--- src/rtl/pkt_fifo_param.sv ---
// rtl/pkt_fifo_param.sv - parametrised packet-aware synchronous FIFO with SOP/EOP tracking and sticky error flags
module pkt_fifo_param #(
    parameter int DATA_W    = 8,
    parameter int DEPTH     = 16,
    parameter int LEN_LSB   = 2,
    parameter int AF_THRESH = DEPTH - 2,
    parameter int AE_THRESH = 2
) (
    input  logic                       clk,
    input  logic                       rst,
    input  logic                       soft_rst,
    input  logic                       wr_en,
    input  logic                       rd_en,
    input  logic                       lfd_state,
    input  logic [DATA_W-1:0]          din,
    output logic                       full,
    output logic                       empty,
    output logic                       almost_full,
    output logic                       almost_empty,
    output logic [$clog2(DEPTH):0]     level,
    output logic [DATA_W-1:0]          dout,
    output logic                       dout_valid,
    output logic                       sop_out,
    output logic                       eop_out,
    output logic                       overflow,
    output logic                       underflow,
    output logic                       pkt_err
);

    localparam int AW = $clog2(DEPTH);
    localparam int LW = DATA_W - LEN_LSB;
    localparam int RW = LW + 1;

    localparam logic [AW:0] DEPTH_L = (AW+1)'(DEPTH);
    localparam logic [AW:0] AF_L    = (AW+1)'(AF_THRESH);
    localparam logic [AW:0] AE_L    = (AW+1)'(AE_THRESH);

    typedef enum logic {
        IDLE = 1'b0,
        BODY = 1'b1
    } pkt_state_t;

    // Bit DATA_W of each entry carries the header tag written with the word.
    logic [DATA_W:0]  mem [DEPTH];
    logic [AW-1:0]    wr_ptr;
    logic [AW-1:0]    rd_ptr;
    logic [RW-1:0]    pkt_rem;
    logic [RW-1:0]    pkt_rem_n;
    pkt_state_t       state;
    pkt_state_t       state_n;
    logic             wr_acc;
    logic             rd_acc;
    logic [DATA_W:0]  rd_word;
    logic [LW-1:0]    rd_len;
    logic             sop_n;
    logic             eop_n;
    logic             err_n;

    assign full         = (level == DEPTH_L);
    assign empty        = (level == '0);
    assign almost_full  = (level >= AF_L);
    assign almost_empty = (level <= AE_L);

    assign wr_acc  = wr_en & ~full;
    assign rd_acc  = rd_en & ~empty;
    assign rd_word = mem[rd_ptr];
    assign rd_len  = rd_word[DATA_W-1:LEN_LSB];

    // Packet tracking on the word leaving the FIFO this cycle.
    always_comb begin
        state_n   = state;
        pkt_rem_n = pkt_rem;
        sop_n     = 1'b0;
        eop_n     = 1'b0;
        err_n     = 1'b0;
        if (rd_acc) begin
            if (rd_word[DATA_W]) begin
                sop_n     = 1'b1;
                err_n     = (state == BODY);
                pkt_rem_n = {1'b0, rd_len} + RW'(1);
                state_n   = BODY;
            end else if (state == BODY) begin
                pkt_rem_n = pkt_rem - RW'(1);
                if (pkt_rem == RW'(1)) begin
                    eop_n   = 1'b1;
                    state_n = IDLE;
                end
            end
        end
    end

    always_ff @(posedge clk) begin
        if (wr_acc && !soft_rst) begin
            mem[wr_ptr] <= {lfd_state, din};
        end
    end

    always_ff @(posedge clk or negedge rst) begin
        if (!rst) begin
            wr_ptr     <= '0;
            rd_ptr     <= '0;
            level      <= '0;
            pkt_rem    <= '0;
            state      <= IDLE;
            dout       <= '0;
            dout_valid <= 1'b0;
            sop_out    <= 1'b0;
            eop_out    <= 1'b0;
            overflow   <= 1'b0;
            underflow  <= 1'b0;
            pkt_err    <= 1'b0;
        end else if (soft_rst) begin
            wr_ptr     <= '0;
            rd_ptr     <= '0;
            level      <= '0;
            pkt_rem    <= '0;
            state      <= IDLE;
            dout       <= '0;
            dout_valid <= 1'b0;
            sop_out    <= 1'b0;
            eop_out    <= 1'b0;
            overflow   <= 1'b0;
            underflow  <= 1'b0;
            pkt_err    <= 1'b0;
        end else begin
            if (wr_acc) begin
                wr_ptr <= wr_ptr + AW'(1);
            end
            if (rd_acc) begin
                rd_ptr <= rd_ptr + AW'(1);
                dout   <= rd_word[DATA_W-1:0];
            end
            case ({wr_acc, rd_acc})
                2'b10:   level <= level + (AW+1)'(1);
                2'b01:   level <= level - (AW+1)'(1);
                default: level <= level;
            endcase
            pkt_rem    <= pkt_rem_n;
            state      <= state_n;
            dout_valid <= rd_acc;
            sop_out    <= sop_n;
            eop_out    <= eop_n;
            overflow   <= overflow  | (wr_en & full);
            underflow  <= underflow | (rd_en & empty);
            pkt_err    <= pkt_err   | err_n;
        end
    end

endmodule

--- config.mk ---
export PLATFORM = sky130hd
export DESIGN_NAME = pkt_fifo_param
export DESIGN_NICKNAME = d
export VERILOG_FILES = /design/src/rtl/pkt_fifo_param.sv
export SDC_FILE = /design/constraint.sdc
export NUM_CORES = 1
export LEC_CHECK = 0
export BUFFER_PORTS_ARGS = -buffer_cell sky130_fd_sc_hd__buf_2
export CAP_MARGIN = 20
export CELL_PAD_IN_SITES_DETAIL_PLACEMENT = 0
export CELL_PAD_IN_SITES_GLOBAL_PLACEMENT = 1
export CORE_MARGIN = 2
export CORE_UTILIZATION = 30
export DETAILED_ROUTE_END_ITERATION = 16
export HOLD_SLACK_MARGIN = 0.1
export PLACE_DENSITY_LB_ADDON = 0.1
export SLEW_MARGIN = 30
export SYNTH_ARGS = -nofsm -noshare
export SYNTH_HDL_FRONTEND = slang
export SYNTH_SLANG_ARGS = --single-unit
--- constraint.sdc ---
create_clock -name clk -period 5.5 [get_ports clk]
set_clock_uncertainty 0.15 [all_clocks]
set_input_delay 1.1 -clock clk [delete_from_list [all_inputs] [get_ports clk]]
set_output_delay 1.1 -clock clk [all_outputs]
set_load 0.1 [all_outputs]
==> run_results.csv, run 1 <==
group,metric,value,unit
timing,clock.fmax,292,MHz
routing,routed_wl,16.8,mm
finish,final_area,8600,µm²
power_and_ir_drop,p_total,4.12,mW
placement,hpwl,10.9,mm
setup_path,crit_type,"flop to flop",
cts,cts_hold_buf,0,
cts,clockBufferDepth,2,
timing,hold_violations,0,
power_and_ir_drop,powerDensity,479,nW/µm²
yosys,synth_area_leaders,"edfxtp_1, mux4_2, dfrtp_1",
setup_path,worstPathArrival,3.59,ns
power_and_ir_drop,p_leak,2.92,nW
routing,vias,4085,
timing,fin_ws,2.07,ns
routing,antenna_left,0,
placement,place.gp.congestion,0.707,
timing,fin_crit_sh,62.3,%
finish,final_common_cell,"edfxtp_1",
finish,diodes,0,
cts,cts_buffers,17,
setup_path,crit_path_end_kind,"flop",
timing,tightestPinTransition,0.849,ns
placement,post_dp_cell_area,8020,µm²
routing,drc_errors,0,
global_route,grt_pass1_vias,4175,
cts,ctsHtreeMaxLevel,4,
timing,setup_violations,0,
timing,hold_slack,0.349,ns
global_route,antenna_found_initial,0,
yosys,synthArstFlopShare,19.6,%
yosys,ys.warnings.count,0,
finish,layout_common_cells,"edfxtp_1, nand2_1, mux4_2",
routing,wire_per_inst,20.0,µm
global_route,grt_max_degree,40,
global_route,grt_first_pass_wirelength,25.9,mm
floorplan,start_util,30.6,%
finish,nets,527,
floorplan,fp-row-count,57,
cts,clock_sinks,179,
timing,fin_crit,3.43,ns
routing,wl_met3,562,µm
yosys,synth_area,7440,µm²
yosys,syn_nets,487,
routing,first_pass_iters,4,
cts,cts_setup_buffers,0,
setup_path,cp-start-kind,"flop",
global_route,grt_usage,13.5,%
flow_run,maxCapViolations,0,
cts,cts_tree,"built",
min_path,worstHoldPathType,"flop to flop",
routing,dr_wl_met2,8.05,mm
floorplan,die_w,161,µm
floorplan,design.core.area,24300,µm²
finish,n_fill_cell,2333,
routing,drtIter0Drc,241,
yosys,synth_top_cell_by_area,"edfxtp_1",
finish,drive_gt1_share,25.8,%
timing,slew_headroom,43.2,%
setup_path,cp_max_fo,26,
floorplan,die-area,26100,µm²
routing,viasPerCell,4.86,
routing,wl_met1,7.97,mm
floorplan,dieHeight,161,µm
yosys,ys_ff_latch,179,
yosys,synth_edf_count,144,
yosys,postSynthCellCount,463,
cts,clock_latency,0.42,ns
cts,cts.clk_slew.worst_paths,0.07,ns
power_and_ir_drop,ir_drop,0.644,mV
yosys,syn_area_per_cell,16.1,µm²
cts,cts_resized,0,
routing,routed.top_layer,"met4",
setup_path,cp_data_required_time,5.66,ns
global_route,grt_overflow_total,0,
cts,clockRootBuffer,"clkbuf_16",
yosys,synth-seq-area-share,69.9,%
placement,io_buffers,36,
timing,drv_slew,0,
timing,rsz0062_at_grt,"false",
yosys,synth_flop_cell,"edfxtp_1",
timing,setup_tns,0,ns
yosys,yosys.area.top_type_share,58.2,%
finish,areaGrowthSynthToFinish,15.7,%
yosys,synth.distinct_cells,46,
floorplan,io_pins,37,
status,status,"finished, final reports clean",
placement,post-place-ws,1.83,ns
-- final timing paths --
path / startpoint / depth (start not counted) / to / slack (ns)
min: pkt_err$_DFF_PN0_ / 2 / pkt_err$_DFF_PN0_ / 0.35
max reg2reg: level[2]$_DFFE_PN0P_ / 10 / level[4]$_DFFE_PN0P_ / 2.07
max in group asynchronous: rst / 1 / rd_ptr[0]$_DFFE_PN0P_ / 3.96
max: level[2]$_DFFE_PN0P_ / 10 / level[4]$_DFFE_PN0P_ / 2.07
min in group asynchronous: rst / 1 / level[3]$_DFFE_PN0P_ / 0.61
min reg2reg: pkt_err$_DFF_PN0_ / 2 / pkt_err$_DFF_PN0_ / 0.35
-- report_power, final --
group          switching [mW]  leakage [nW]  internal [mW]
clock                   0.547         0.274          0.638
sequential              0.139          1.77           1.55
combinational           0.857         0.878          0.394
-- sequential cells by signal, summed over array words and instances (netlist names) --
register,count
underflow,1
dout,8
level,5
dout_valid,1
rd_ptr,4
overflow,1
state,1
eop_out,1
wr_ptr,4
pkt_rem,7
mem,144
pkt_err,1
sop_out,1
-- stage by stage --
step	cells	util, %
2_1_floorplan	463	-
3_3_place_gp	808	32.9
3_5_place_dp	808	33.0
4_1_cts	840	35.3
5_1_grt	840	35.4
6_report	840	35.4
-- synthesized netlist by cell type, drive strengths merged, types with 4 or more instances --
cell type	count
inv	7
or3	4
ha	10
buf	9
o21ai	6
nand2	44
a21oi	27
a22oi	12
nor4	4
xor2	7
nor3	5
edfxtp	144
nor2	43
dfrtp	35
clkbuf	16
nand3	8
mux4	39
xnor2	5
-- cell type report --
type	count	area, µm²	share of cell area [%]
clock inverter	15	150	1.75
inverter	7	26.3	0.305
clock buffer	17	425	4.94
sequential	179	5200	60.5
timing repair buffer	46	255	2.97
tap	324	405	4.71
multi-input combinational	252	2140	24.8
-- layer usage --
layer	GRT usage (%)	vias up
li1	-	1876
met2	21.6	77
met5	0	-
met4	4.14	0
met1	18.7	2120
met3	2.41	12
-- critical path: stages (launching register included) --
cell	delay, ns
dfrtp_1	0.48
or3_1	0.47
o31ai_4	0.19
buf_4	0.32
nor2_1	0.18
xor2_1	0.17
ha_1	0.24
or3_1	0.32
a31oi_1	0.21
mux2i_1	0.22
mux2_2	0.34
-- kinds of logic after synthesis --
logic type      count (synthesis)  share of synthesized area (%)
compound gates                 61                           5.13
xor+xnor                       12                           1.41
fa+ha+maj                      10                           1.68
buf+inv                        32                           1.85
flops                         179                           69.9
mux                            42                           12.2
simple gates                  127                           7.76
Power figures use the tool's default switching activity.
==> run 2: changes to the inputs <==
==> constraint.sdc (replaced) <==
create_clock -name clk -period 2.86 [get_ports clk]
set_clock_uncertainty 0.15 [all_clocks]
set_input_delay 0.572 -clock clk [delete_from_list [all_inputs] [get_ports clk]]
set_output_delay 0.572 -clock clk [all_outputs]
set_load 0.1 [all_outputs]
==> run 2 against run 1 <==
First-iteration DRC count is 6.2% higher. Die area stayed put. Critical path depth is 1 lower. Flip-flop and latch count stayed put. Setup slack worse by 2.0 ns. Via count is 3.7% higher. Highest routed layer unchanged.
==> run_results.csv, run 2 (synthesis gave the netlist of run 1 again) <==
group,metric,value,unit
cts,cts_tree,"built",
global_route,grt_pass1_vias,4322,
cts,cts_hold_buf,0,
routing,antenna_left,0,
timing,setup_tns,0,ns
setup_path,cp_max_fo,4,
cts,clockBufferDepth,2,
setup_path,crit_family,"simple AND/OR/NAND/NOR gates",
routing,wire_per_inst,19.6,µm
finish,areaGrowthSynthToFinish,20.0,%
floorplan,die-area,26100,µm²
routing,drtIter0Drc,256,
global_route,antenna_found_initial,1,
floorplan,fp-row-count,57,
timing,fin_ws,0.0582,ns
timing,hold_slack,0.108,ns
power_and_ir_drop,p_sw_share,37.0,%
cts,clockRootBuffer,"clkbuf_16",
floorplan,io_pins,37,
routing,viasPerCell,4.85,
setup_path,worst_path_max_delay_cell,"dfrtp_4",
global_route,grt_first_pass_wirelength,26.3,mm
placement,hpwl,11.5,mm
global_route,grt_usage,13.6,%
setup_path,slowest_delay,0.47,ns
finish,largest-register,"mem",
setup_path,crit_path_end_kind,"flop",
routing,routed_wl,17.1,mm
routing,drc_errors,0,
setup_path,crit_buf_inv,0,
finish,diodes,0,
power_and_ir_drop,clkPwrFrac,28.0,%
finish,nets,561,
cts,ctsHtreeMaxLevel,4,
timing,rsz0062_at_grt,"true",
setup_path,worstPathArrival,2.95,ns
timing,tightestPinTransition,0.850,ns
timing,fin_crit,2.80,ns
setup_path,crit_chain,"or3_4 > o31ai_4 > nor2_4 > xor2_1 > ha_2 > or3_1 > a31oi_1 > mux2i_1 > mux2_2",
floorplan,dieHeight,161,µm
timing,setup_violations,0,
placement,io_buffers,36,
power_and_ir_drop,p_leak,3.11,nW
finish,final_common_cell,"edfxtp_1",
power_and_ir_drop,p_int,5.13,mW
finish,reg_top3,"mem x144, dout x8, pkt_rem x7",
cts,cts_buffers,17,
power_and_ir_drop,combPwrFrac,33.2,%
cts,clock_sinks,179,
power_and_ir_drop,powerDensity,912,nW/µm²
status,status,"finished, final reports clean",
placement,place.gp.congestion,0.736,
setup_path,crit_type,"flop to flop",
finish,layout_common_cells,"edfxtp_1, nand2_1, buf_4",
timing,hold_violations,0,
timing,fin_crit_sh,98.0,%
floorplan,die_w,161,µm
flow_run,maxCapViolations,0,
finish,drive_gt1_share,32.9,%
power_and_ir_drop,sequentialPowerShare,38.8,%
min_path,worstHoldPathType,"primary input to asynchronous set/reset pin",
global_route,grt_overflow_total,0,
timing,slew_headroom,43.3,%
setup_path,cp_data_required_time,3.01,ns
timing,clock.fmax,357,MHz
floorplan,start_util,30.6,%
power_and_ir_drop,ir_drop,0.865,mV
setup_path,cp-start-kind,"flop",
finish,largest_reg_flops,144,
routing,vias,4238,
cts,cts.clk_slew.worst_paths,0.07,ns
routing,first_pass_iters,4,
floorplan,design.core.area,24300,µm²
cts,clock_latency,0.43,ns
placement,post-place-ws,0.0153,ns
cts,cts_setup_buffers,0,
power_and_ir_drop,switchingPower,3.01,mW
timing,drv_slew,0,
global_route,grt_max_degree,36,
run 2: area by class of cell:
type                    count  area [µm²]
well taps                 324         405
clock buffers              17         425
inverters                   7        26.3
repair buffers             80         536
flip-flops and latches    179        5210
clock inverters            15         145
fillers                  2311       15400
multi-input cells         252        2170
run 2: final timing paths:
kind	endpoint	slack (ns)	cells past startpoint	from
worst max-delay path	level[4]$_DFFE_PN0P_	0.06	9	level[2]$_DFFE_PN0P_
worst min-delay path	pkt_rem[0]$_DFFE_PN0P_	0.11	1	rst
worst max register to register	level[4]$_DFFE_PN0P_	0.06	9	level[2]$_DFFE_PN0P_
worst min register to register	underflow$_DFF_PN0_	0.35	2	underflow$_DFF_PN0_
max in group asynchronous	level[0]$_DFFE_PN0P_	1.83	1	rst
min in group clk	overflow$_DFF_PN0_	0.31	3	wr_en
run 2: power by group through the flow:
stage	registers [mW]	clock network [mW]	logic, mW
finish	3.16	2.28	2.70
global route	3.19	2.46	2.91
CTS	3.16	2.35	2.75
detailed placement	3.22	0	2.74
global placement	3.21	0	2.74
floorplan	3.68	0	1.58
run 2: metal layers:
metal | track usage [%] | vias to the layer above | part of all wire, %
met5 | 0 | - | 0
met4 | 3.90 | 0 | 0.73
met3 | 2.95 | 6 | 3.2
met2 | 22.4 | 72 | 49
met1 | 18.3 | 2220 | 47
li1 | - | 1940 | -
run 2: per-stage QoR:
step | area (µm²) | std cells | utilization [%] | total power [mW]
after floorplan | 7530 | 463 | - | 5.25
after global placement | 8350 | 842 | 34.3 | 5.95
after detailed placement | 8350 | 842 | 34.3 | 5.96
after CTS | 8920 | 874 | 36.7 | 8.26
after global routing | 8920 | 874 | 36.7 | 8.55
final | 8920 | 874 | 36.7 | 8.14
run 2: what timing repair did:
item,4_1_cts,5_1_grt
resized for setup,0,0
endpoints found under the setup margin,1,1
pin swaps,1,0
==> run 3: changes to the inputs <==
--- a/config.mk
+++ b/config.mk
@@ -13,7 +13,7 @@
 export CORE_UTILIZATION = 30
 export DETAILED_ROUTE_END_ITERATION = 16
 export HOLD_SLACK_MARGIN = 0.1
-export PLACE_DENSITY_LB_ADDON = 0.1
+export PLACE_DENSITY = 0.55
 export SLEW_MARGIN = 30
 export SYNTH_ARGS = -nofsm -noshare
 export SYNTH_HDL_FRONTEND = slang
==> run 3 against run 2 <==
Via count down 0.90%. Sequential share of layout area is essentially flat. Highest routed layer is now met5. Critical path depth stayed put. Flip-flop and latch count unchanged. Clock-buffer cell count did not move. Largest cell class unchanged. Largest power group unchanged. Cell count down 0.23%. Combinational power is 1% higher.
==> run_results.csv, run 3 (synthesis gave the netlist of run 1 again) <==
group,metric,value,unit
floorplan,fp-row-count,57,
timing,rsz0062_at_grt,"true",
timing,slew_headroom,44.1,%
timing,tightestPinTransition,0.839,ns
placement,post-place-ws,0.0474,ns
status,status,"finished, final reports clean",
finish,final_common_cell,"edfxtp_1",
timing,setup_tns,0,ns
floorplan,dieHeight,161,µm
placement,io_buffers,36,
setup_path,crit_family,"simple AND/OR/NAND/NOR gates",
setup_path,worst_path_max_delay_cell,"dfrtp_4",
setup_path,crit_path_end_kind,"flop",
cts,ctsHtreeMaxLevel,4,
finish,areaGrowthSynthToFinish,19.9,%
power_and_ir_drop,p_total,8.10,mW
timing,hold_slack,0.0960,ns
global_route,grt_max_degree,36,
power_and_ir_drop,ir_drop,0.929,mV
routing,vias,4200,
global_route,grt_usage,13.4,%
finish,reg_top3,"mem x144, dout x8, pkt_rem x7",
setup_path,cpMostUsedCell,"or3_4",
timing,hold_violations,0,
timing,fin_ws,0.0898,ns
placement,placed_cells,840,
finish,final_cells,872,
routing,first_pass_iters,5,
finish,diodes,0,
placement,hpwl,10.8,mm
power_and_ir_drop,p_leak,3.08,nW
finish,layout_common_cells,"edfxtp_1, nand2_1, buf_4",
cts,cts_buffers,17,
floorplan,design.core.area,24300,µm²
routing,drtIter0Drc,383,
timing,fin_crit_sh,96.9,%
timing,fin_crit,2.77,ns
setup_path,crit_buf_inv,0,
setup_path,cp_data_required_time,3.02,ns
cts,cts_hold_buf,0,
placement,place.gp.congestion,0.755,
setup_path,cp-start-kind,"flop",
cts,clock_sinks,179,
setup_path,cp_max_fo,4,
setup_path,r2r_setup_slack,0.09,ns
timing,setup_violations,0,
routing,wire_per_inst,19.0,µm
finish,drive_gt1_share,33.2,%
floorplan,io_pins,37,
power_and_ir_drop,powerDensity,908,nW/µm²
setup_path,worstPathArrival,2.93,ns
routing,routed_wl,16.6,mm
floorplan,start_util,30.6,%
routing,viasPerCell,4.82,
setup_path,slowest_delay,0.47,ns
floorplan,die_w,161,µm
global_route,grt_first_pass_wirelength,25.8,mm
min_path,worstHoldPathType,"primary input to asynchronous set/reset pin",
routing,antenna_left,0,
global_route,grt_overflow_total,0,
cts,clock_latency,0.42,ns
finish,largest_reg_flops,144,
global_route,grt_pass1_vias,4301,
cts,cts_tree,"built",
cts,cts.clk_slew.worst_paths,0.07,ns
global_route,antenna_found_initial,1,
timing,clock.fmax,361,MHz
cts,clockBufferDepth,2,
finish,nets,559,
setup_path,crit_type,"flop to flop",
floorplan,die-area,26100,µm²
routing,drc_errors,0,
cts,clockRootBuffer,"clkbuf_16",
setup_path,crit_chain,"or3_4 > o31ai_4 > nor2_4 > xor2_1 > ha_2 > or3_4 > a31oi_4 > mux2i_1 > mux2_2",
finish,largest-register,"mem",
flow_run,maxCapViolations,0,
timing,drv_slew,0,
## run 3: where the power goes
group          internal [mW]  total [mW]  leakage [nW]  switching [mW]
Sequential              2.99        3.13          1.76           0.141
Combinational          0.923        2.74          1.05            1.82
Clock                   1.15        2.22         0.269            1.07
Total                   5.06        8.10          3.08            3.03
## run 3: final timing paths
check / startpoint / to / cells past startpoint
worst max register to register: level[2]$_DFFE_PN0P_ / level[4]$_DFFE_PN0P_ / 9
worst max-delay path: level[2]$_DFFE_PN0P_ / level[4]$_DFFE_PN0P_ / 9
max in group asynchronous: rst / level[0]$_DFFE_PN0P_ / 1
worst min register to register: pkt_err$_DFF_PN0_ / pkt_err$_DFF_PN0_ / 2
min in group clk: rd_en / underflow$_DFF_PN0_ / 3
worst min-delay path: rst / level[2]$_DFFE_PN0P_ / 1
## run 3: metrics by stage
step / utilization, % / area [µm²]
6_report: 36.7 / 8920
5_1_grt: 36.7 / 8920
4_1_cts: 36.6 / 8900
3_5_place_dp: 34.3 / 8340
3_3_place_gp: 34.3 / 8340
2_1_floorplan: - / 7530
## run 3: layer usage
| layer | part of all wire [%] | global-route usage [%] | vias up |
|---|---|---|---|
| li1 | - | - | 1930 |
| met4 | 1.3 | 4.34 | 2 |
| met3 | 4.5 | 3.18 | 17 |
| met2 | 47 | 20.8 | 99 |
| met5 | 0.096 | 0 | - |
| met1 | 47 | 18.5 | 2152 |
## run 3: final cells by class
type                       count  area [µm²]
clock buffer                  17         425
sequential                   179        5210
tap                          324         405
fill                        2298       15400
multi-input combinational    252        2190
timing repair buffer          78         520
inverter                       7        26.3
clock inverter                15         138
## run 3: repair_timing
item / in CTS / in global routing
gates resized for setup: 0 / 3
setup endpoints to repair: 0 / 1
buffers inserted: 0 / 0
